--- src/rtl/mem_access.sv ---
// Memory-access stage: byte-serial loads/stores over a req/ack port, with a pipeline stall
// while the access runs and sign/zero extension of load results toward MEM/WB.
module mem_access #(
  parameter int unsigned ADDR_WIDTH = 17
) (
  input  logic                  clk,
  input  logic                  rst,
  input  logic                  rdy,
  input  logic                  we_in,
  input  logic [4:0]            waddr_in,
  input  logic [31:0]           wdata_in,
  input  logic                  ma_we,
  input  logic                  ma_re,
  input  logic [2:0]            ma_width,
  input  logic [31:0]           ma_addr,
  input  logic [31:0]           ma_wdata,
  output logic                  mem_req,
  output logic                  mem_wr,
  output logic [ADDR_WIDTH-1:0] mem_addr,
  output logic [7:0]            mem_dout,
  input  logic [7:0]            mem_din,
  input  logic                  mem_ack,
  output logic                  we,
  output logic [4:0]            waddr,
  output logic [31:0]           wdata,
  output logic                  stall_req
);

  typedef enum logic [1:0] {StIdle, StAccess, StDone} state_e;

  state_e                  state_q, state_d;
  logic [1:0]              idx_q;
  logic [31:0]             buf_q;
  logic                    lat_we_q;
  logic [4:0]              lat_waddr_q;
  logic [2:0]              lat_width_q;
  logic [ADDR_WIDTH-1:0]   lat_addr_q;
  logic [31:0]             lat_wdata_q;
  logic                    lat_store_q;

  logic                    mem_op;
  logic [1:0]              last_idx;
  logic                    sext;
  logic [31:0]             load_ext;

  assign mem_op = ma_we | ma_re;
  assign sext   = ~lat_width_q[2];

  // Upper address bits beyond the memory port are intentionally dropped.
  if (ADDR_WIDTH < 32) begin : g_unused_addr
    logic unused_addr_hi;
    assign unused_addr_hi = ^ma_addr[31:ADDR_WIDTH];
  end

  // Index of the final byte of the latched access (N-1).
  always_comb begin
    last_idx = lat_width_q[1] ? 2'd3 : {1'b0, lat_width_q[0]};
  end

  // State register; rdy=0 freezes the FSM.
  always_ff @(posedge clk or negedge rst) begin
    if (!rst) begin
      state_q <= StIdle;
    end else if (rdy) begin
      state_q <= state_d;
    end
  end

  // Next-state logic.
  always_comb begin
    state_d = state_q;
    unique case (state_q)
      StIdle:   if (mem_op) state_d = StAccess;
      StAccess: if (mem_ack && (idx_q == last_idx)) state_d = StDone;
      StDone:   state_d = StIdle;
      default:  state_d = StIdle;
    endcase
  end

  // Request latch, byte index and load buffer.
  always_ff @(posedge clk or negedge rst) begin
    if (!rst) begin
      idx_q       <= 2'd0;
      buf_q       <= 32'h0;
      lat_we_q    <= 1'b0;
      lat_waddr_q <= 5'd0;
      lat_width_q <= 3'd0;
      lat_addr_q  <= '0;
      lat_wdata_q <= 32'h0;
      lat_store_q <= 1'b0;
    end else if (rdy) begin
      if (state_q == StIdle && mem_op) begin
        idx_q       <= 2'd0;
        lat_we_q    <= we_in;
        lat_waddr_q <= waddr_in;
        lat_width_q <= ma_width;
        lat_addr_q  <= ma_addr[ADDR_WIDTH-1:0];
        lat_wdata_q <= ma_wdata;
        lat_store_q <= ma_we;  // store wins when both are requested
      end else if (state_q == StAccess && mem_ack) begin
        if (!lat_store_q) begin
          buf_q[8*idx_q +: 8] <= mem_din;
        end
        idx_q <= idx_q + 2'd1;
      end
    end
  end

  // Load extension; buffer bytes beyond the access width are discarded here.
  always_comb begin
    unique case (lat_width_q[1:0])
      2'b00:   load_ext = {{24{sext & buf_q[7]}}, buf_q[7:0]};
      2'b01:   load_ext = {{16{sext & buf_q[15]}}, buf_q[15:0]};
      default: load_ext = buf_q;
    endcase
  end

  // Outputs; held at zero while reset is asserted, including the IDLE pass-through.
  always_comb begin
    mem_req   = 1'b0;
    mem_wr    = 1'b0;
    mem_addr  = '0;
    mem_dout  = 8'h0;
    we        = 1'b0;
    waddr     = 5'd0;
    wdata     = 32'h0;
    stall_req = 1'b0;
    if (rst) begin
      unique case (state_q)
        StIdle: begin
          if (mem_op) begin
            stall_req = 1'b1;
          end else begin
            we    = we_in;
            waddr = waddr_in;
            wdata = wdata_in;
          end
        end
        StAccess: begin
          mem_req   = rdy;
          mem_wr    = lat_store_q;
          mem_addr  = lat_addr_q + ADDR_WIDTH'(idx_q);
          mem_dout  = lat_wdata_q[8*idx_q +: 8];
          stall_req = 1'b1;
        end
        StDone: begin
          we    = lat_we_q;
          waddr = lat_waddr_q;
          wdata = lat_store_q ? 32'h0 : load_ext;
        end
        default: ;
      endcase
    end
  end

endmodule

--- config.mk ---
export PLATFORM = sky130hd
export DESIGN_NAME = mem_access
export DESIGN_NICKNAME = d
export VERILOG_FILES = /design/src/rtl/mem_access.sv
export SDC_FILE = /design/constraint.sdc
export NUM_CORES = 1
export LEC_CHECK = 0
export ABC_CLOCK_PERIOD_IN_PS = 6000
export CORE_MARGIN = 5
export CORE_UTILIZATION = 49
export CTS_CLUSTER_DIAMETER = 30
export DETAILED_ROUTE_END_ITERATION = 8
export PLACE_DENSITY = 0.86
export RECOVER_POWER = 25
export SLEW_MARGIN = 20
export SYNTH_ARGS = -nofsm -noshare
export SYNTH_HDL_FRONTEND = slang
export SYNTH_SLANG_ARGS = --single-unit
--- constraint.sdc ---
create_clock -name clk -period 6 [get_ports clk]
set_input_delay 1.8 -clock clk [delete_from_list [all_inputs] [get_ports clk]]
set_output_delay 1.8 -clock clk [all_outputs]
set_load 0.05 [all_outputs]
# After elaboration in Yosys (flattened, before gate mapping)
# Index checks and enable logic that the tools add are counted.
[word_totals]
input_bits = 119
out_inout_bits = 66
ff_bits = 95
elab_cells = 66
[classes]
eq_ne = 6
shift = 3
n_bitwise = 6
reduce_logical = 10
add_sub_neg = 3
n_mux = 29
[op_table]
columns = ["operator", "n"]
rows = [
  ["$pmux 32 s2", 2],
  ["$mux 32", 3],
  ["$mux 17", 2],
  ["$neg 5->34", 1],
  ["$shift 8x34->32 const A", 1],
  ["$shiftx 8x34->32", 1],
  ["$bwmux 32", 1],
  ["$shiftx 32x6->8", 1],
  ["$add 17x2->17", 1],
  ["$mux 8", 2],
  ["$mux 2", 5],
  ["$mux 5", 2],
  ["$pmux 5 s2", 1],
  ["$mux 1", 8],
  ["$eq 2x1->1 const B", 2],
  ["$logic_not 2->1", 2],
  ["$ne 2x2->1 const B", 2],
  ["$pmux 1 s2", 2],
  ["$pmux 2 s2", 1],
  ["$reduce_and 2->1", 2],
  ["$reduce_and 4->1", 1],
  ["$logic_and 1x1->1", 3],
  ["$not 1->1", 3],
  ["$reduce_and 3->1", 1],
  ["6 further kinds", 7],
]

# Logic depth before layout (Yosys ltp)
[logic_depth]
ltp_word = 6
depth_mapped = 7

# Least setup slack after synthesis
# No wires, ideal clock.
[synth_path]
kind = "input -> output"
start = "input port ma_re"
end = "output port wdata[10]"
n_path_buf = 1
setup_slack_ns = 1.043
arrival_ns = 3.157
required_ns = 4.200
stages = 4
path_cell_list = "nor4_2 > buf_2 > nand2_1 > a21oi_1"
[synth_between]
elab_chain_len = 4
[synth_lines]
columns = ["element", "line", "rtl"]
rows = [
  ["start, declared", "13", "input logic ma_re,"],
  ["$or 1x1->1", "46", "assign mem_op = ma_we | ma_re;"],
  ["$mux 32", "131", "if (mem_op) begin"],
  ["$pmux 32 s2", "129", "unique case (state_q)"],
  ["$mux 32", "128", "if (rst) begin"],
  ["end, declared", "25", "output logic [31:0] wdata,"],
]
# Every way passes these cells.

# Final worst setup path
[layout_path]
start = "input port rdy"
end = "output port mem_req"
[layout_between]
elab_chain_len = 2
[layout_lines]
columns = ["element", "line", "rtl"]
rows = [
  ["start, declared", "8", "input logic rdy,"],
  ["$mux 1", "129", ""],
  ["$mux 1", "128", ""],
  ["end, declared", "17", "output logic mem_req,"],
]
# Every way passes these cells.

==> flow_summary.json <==
{
  "rsz0062_at_grt": "no",
  "avgSynthCellArea_um2": 10.1,
  "switching_share_pct": 40.0,
  "rr_endpoint": "buf_q[28]$_DFFE_PN0P_",
  "clkPwrFrac_pct": 14.2,
  "synth_top_area_share_pct": 45.7,
  "clock_latency_ns": 0.37,
  "initial_core_util_pct": 50.4,
  "hold_violations": 0,
  "wirelength_mm": 14.9,
  "synth_compound_area_share_pct": 11.3,
  "drcViolationCount": 0,
  "ys_top_cells_by_count": "nand2_1 (96), dfrtp_1 (95), mux2_2 (56), o21ai_0 (46), nor2_1 (29)",
  "htree_levels": 3,
  "synthDistinctLibCells": 48,
  "fin_worst_skew_ns": 0.0111,
  "pin_count": 185,
  "comb_power_share_pct": 48.8,
  "worstPathArrival_ns": 3.59,
  "endpoint": "mem_req",
  "cts_max_path_buffers": 2,
  "dr.pass1.iters": 5,
  "portBuffers": 169,
  "fp.coreArea_um2": 10300,
  "period_share_pct": 89.8,
  "gr-usage-all-layers_pct": 23.7,
  "p_int_mw": 1.95,
  "fillCellCount": 682,
  "max_freq_ghz": 0.186,
  "gp_congestion": 0.832,
  "antenna_found_initial": 0,
  "grt_use_met2_pct": 41.5,
  "r2r_slack_ns": 3.57,
  "crit_path_start": "rdy",
  "drtIter0Drc": 332,
  "ys_warn_count": 0,
  "synth_mux_area_share_pct": 16.6,
  "async_flop_share_pct": 100,
  "run_status": "finished with violations",
  "synth-adder-area-share_pct": 2.07,
  "clkSinkCount": 95,
  "fp.dieH_um": 113,
  "maxCapViolCount": 1,
  "use_met1_pct": 28.7,
  "grt_max_degree": 67,
  "failed_checks": "capacitance limit, slew limit",
  "syn_nets": 642,
  "fin_ws_ns": 0.611,
  "dpl_worst_slack_ns": 0.673,
  "grtUsageMet3_pct": 5.35,
  "synth-seq-cells": 95,
  "final_cell_area_um2": 7720,
  "startpoint_type": "input pin",
  "yosysTopAreaCell": "dfrtp_1",
  "synth_edf_count": 0,
  "setup_viol": 0,
  "crit_chain": "dlygate4sd3_1, nor2b_1, and3_1, clkdlybuf4s50_1",
  "rr_worst_depth": 5,
  "grt-ovfl-total": 0,
  "max_stage_delay_ns": 0.81,
  "drt-vias-per-instance": 5.53,
  "avgRoutedWirePerCell_um": 18.4,
  "p_total_mw": 3.25,
  "cp_max_fo": 4,
  "maxSlewHeadroom_pct": -7.06,
  "syn-cell-area_um2": 5200,
  "yosysSeqAreaShare_pct": 45.7,
  "vias": 4471,
  "areaGrowthSynthToFinish_pct": 48.4,
  "grt-busiest-layer": "met2",
  "r2r_start": "idx_q[1]$_DFFE_PN0P_",
  "powerDensity_nw_per_um2": 421,
  "grt_first_pass_wirelength_mm": 24.3,
  "fin_crit_ns": 5.39,
  "antennaDiodeCount": 0,
  "power_frac_seq_pct": 37.0,
  "ant_nets": 0,
  "numCtsBuffers": 9,
  "placed_area_um2": 7520,
  "synth-simple-area-share_pct": 18.7,
  "synthXorXnorAreaFrac_pct": 1.85,
  "cp_data_required_time_ns": 4.20,
  "vdd_ir_drop_max_mv": 0.342,
  "hp-class": "flop to flop",
  "cp_slowest_cell": "clkdlybuf4s50_1",
  "cts_resized": 0,
  "clk_pin_slew_ns": 0.09,
  "clockRootBuffer": "clkbuf_8",
  "leakage_nw": 3.04,
  "switchingPower_mw": 1.30,
  "path_delay_family": "buffers and inverters",
  "path_buf_inv": 2,
  "synth_most_common_cell": "nand2_1",
  "die-area_um2": 12800,
  "drv_slew": 67,
  "num_rows": 37,
  "setup_tns_ns": 0,
  "die_w_um": 113,
  "hpwlAfterDp_mm": 11.0,
  "cts_hold_buf": 0,
  "ys.flop_type": "dfrtp_1",
  "synth_area_leaders": "dfrtp_1 (46%), mux2_2 (12%), nand2_1 (6.9%), o21ai_0 (4.4%), mux4_2 (3.5%)",
  "endpoint_kind": "output pin",
  "critical_path_class": "input pin to output pin",
  "grt_pass1_vias": 4844,
  "drive_above_1_share_pct": 24.1,
  "nets": 796,
  "crit_cells": 4,
  "worst_slew_pin_slew_ns": 1.61,
  "holdWs_ns": 0.490,
  "synth_top_family_by_area": "simple AND/OR/NAND/NOR gates",
  "cts_post_setup_buffers_inserted": 0,
  "synthCells": 515,
  "cts_tree": "yes"
}
[power by group through the flow]
stage / logic, mW / clock network (mW) / registers [mW]
after floorplan: 1.10 / 0 / 1.09
after global routing: 1.72 / 0.492 / 1.25
after global placement: 1.54 / 0 / 1.18
after detailed placement: 1.59 / 0 / 1.21
after CTS: 1.60 / 0.469 / 1.20
final: 1.59 / 0.461 / 1.20
[cells in the final DEF (no fill, tap or decap), types with 11 or more instances in the layout]
cell type,n
buf_4,11
nor2_1,29
clkdlybuf4s50_1,103
mux2_2,56
and2_1,12
o21ai_0,46
buf_12,59
dfrtp_1,95
a21oi_1,13
nor2b_1,19
a22oi_1,14
nand2_1,96
o21ai_1,15
[registers in the layout, indices dropped and copies added, names as in the netlist]
register	count
idx_q	2
lat_we_q	1
lat_wdata_q	32
buf_q	32
lat_addr_q	17
lat_width_q	3
lat_waddr_q	5
lat_store_q	1
state_q	2
[worst min-delay path, stage by stage, from the launching register on]
cell	delay (ns)
dfrtp_1	0.35
nand2_1	0.04
o21ai_0	0.06
[metal layers]
| metal | part of all wire [%] | up-vias |
|---|---|---|
| met5 | 0 | - |
| met3 | 6.5 | 29 |
| met1 | 40 | 2172 |
| met4 | 2.4 | 0 |
| li1 | - | 2098 |
| met2 | 51 | 172 |
[worst min-delay path by stage]
stage,from,end,slack (ns),depth (start not counted)
after floorplan,buf_q[0]$_DFFE_PN0P_,buf_q[0]$_DFFE_PN0P_,0.45,2
after global placement,buf_q[16]$_DFFE_PN0P_,buf_q[16]$_DFFE_PN0P_,0.46,2
after detailed placement,buf_q[25]$_DFFE_PN0P_,buf_q[25]$_DFFE_PN0P_,0.47,2
after CTS,buf_q[25]$_DFFE_PN0P_,buf_q[25]$_DFFE_PN0P_,0.49,2
after global routing,lat_wdata_q[8]$_DFFE_PN0P_,lat_wdata_q[8]$_DFFE_PN0P_,0.51,1
final,buf_q[8]$_DFFE_PN0P_,buf_q[8]$_DFFE_PN0P_,0.49,2
[cell type report]
| class | instances | area (µm²) | share of cell area, % |
|---|---|---|---|
| Clock buffer | 10 | 128 | 1.65 |
| Clock inverter | 5 | 81.3 | 1.05 |
| Inverter | 3 | 11.3 | 0.146 |
| Multi-Input combinational cell | 385 | 2650 | 34.3 |
| Sequential cell | 95 | 2380 | 30.8 |
| Tap cell | 136 | 170 | 2.20 |
| Timing Repair Buffer | 175 | 2310 | 29.9 |
[stage by stage]
step | util (%) | cells
after floorplan | - | 515
after global placement | 72.8 | 794
after detailed placement | 72.8 | 794
after CTS | 74.8 | 809
after global routing | 74.8 | 809
final | 74.8 | 809
[kinds of logic (layout without fill, tap and decap cells)]
group           Yosys count  in the layout
buf+inv                  35            193
simple gates            195            195
mux                      69             69
xor+xnor                 11             11
flops                    95             95
compound gates          102            102
fa+ha+maj                 8              8
No activity file was read; power rests on OpenSTA's default activity.
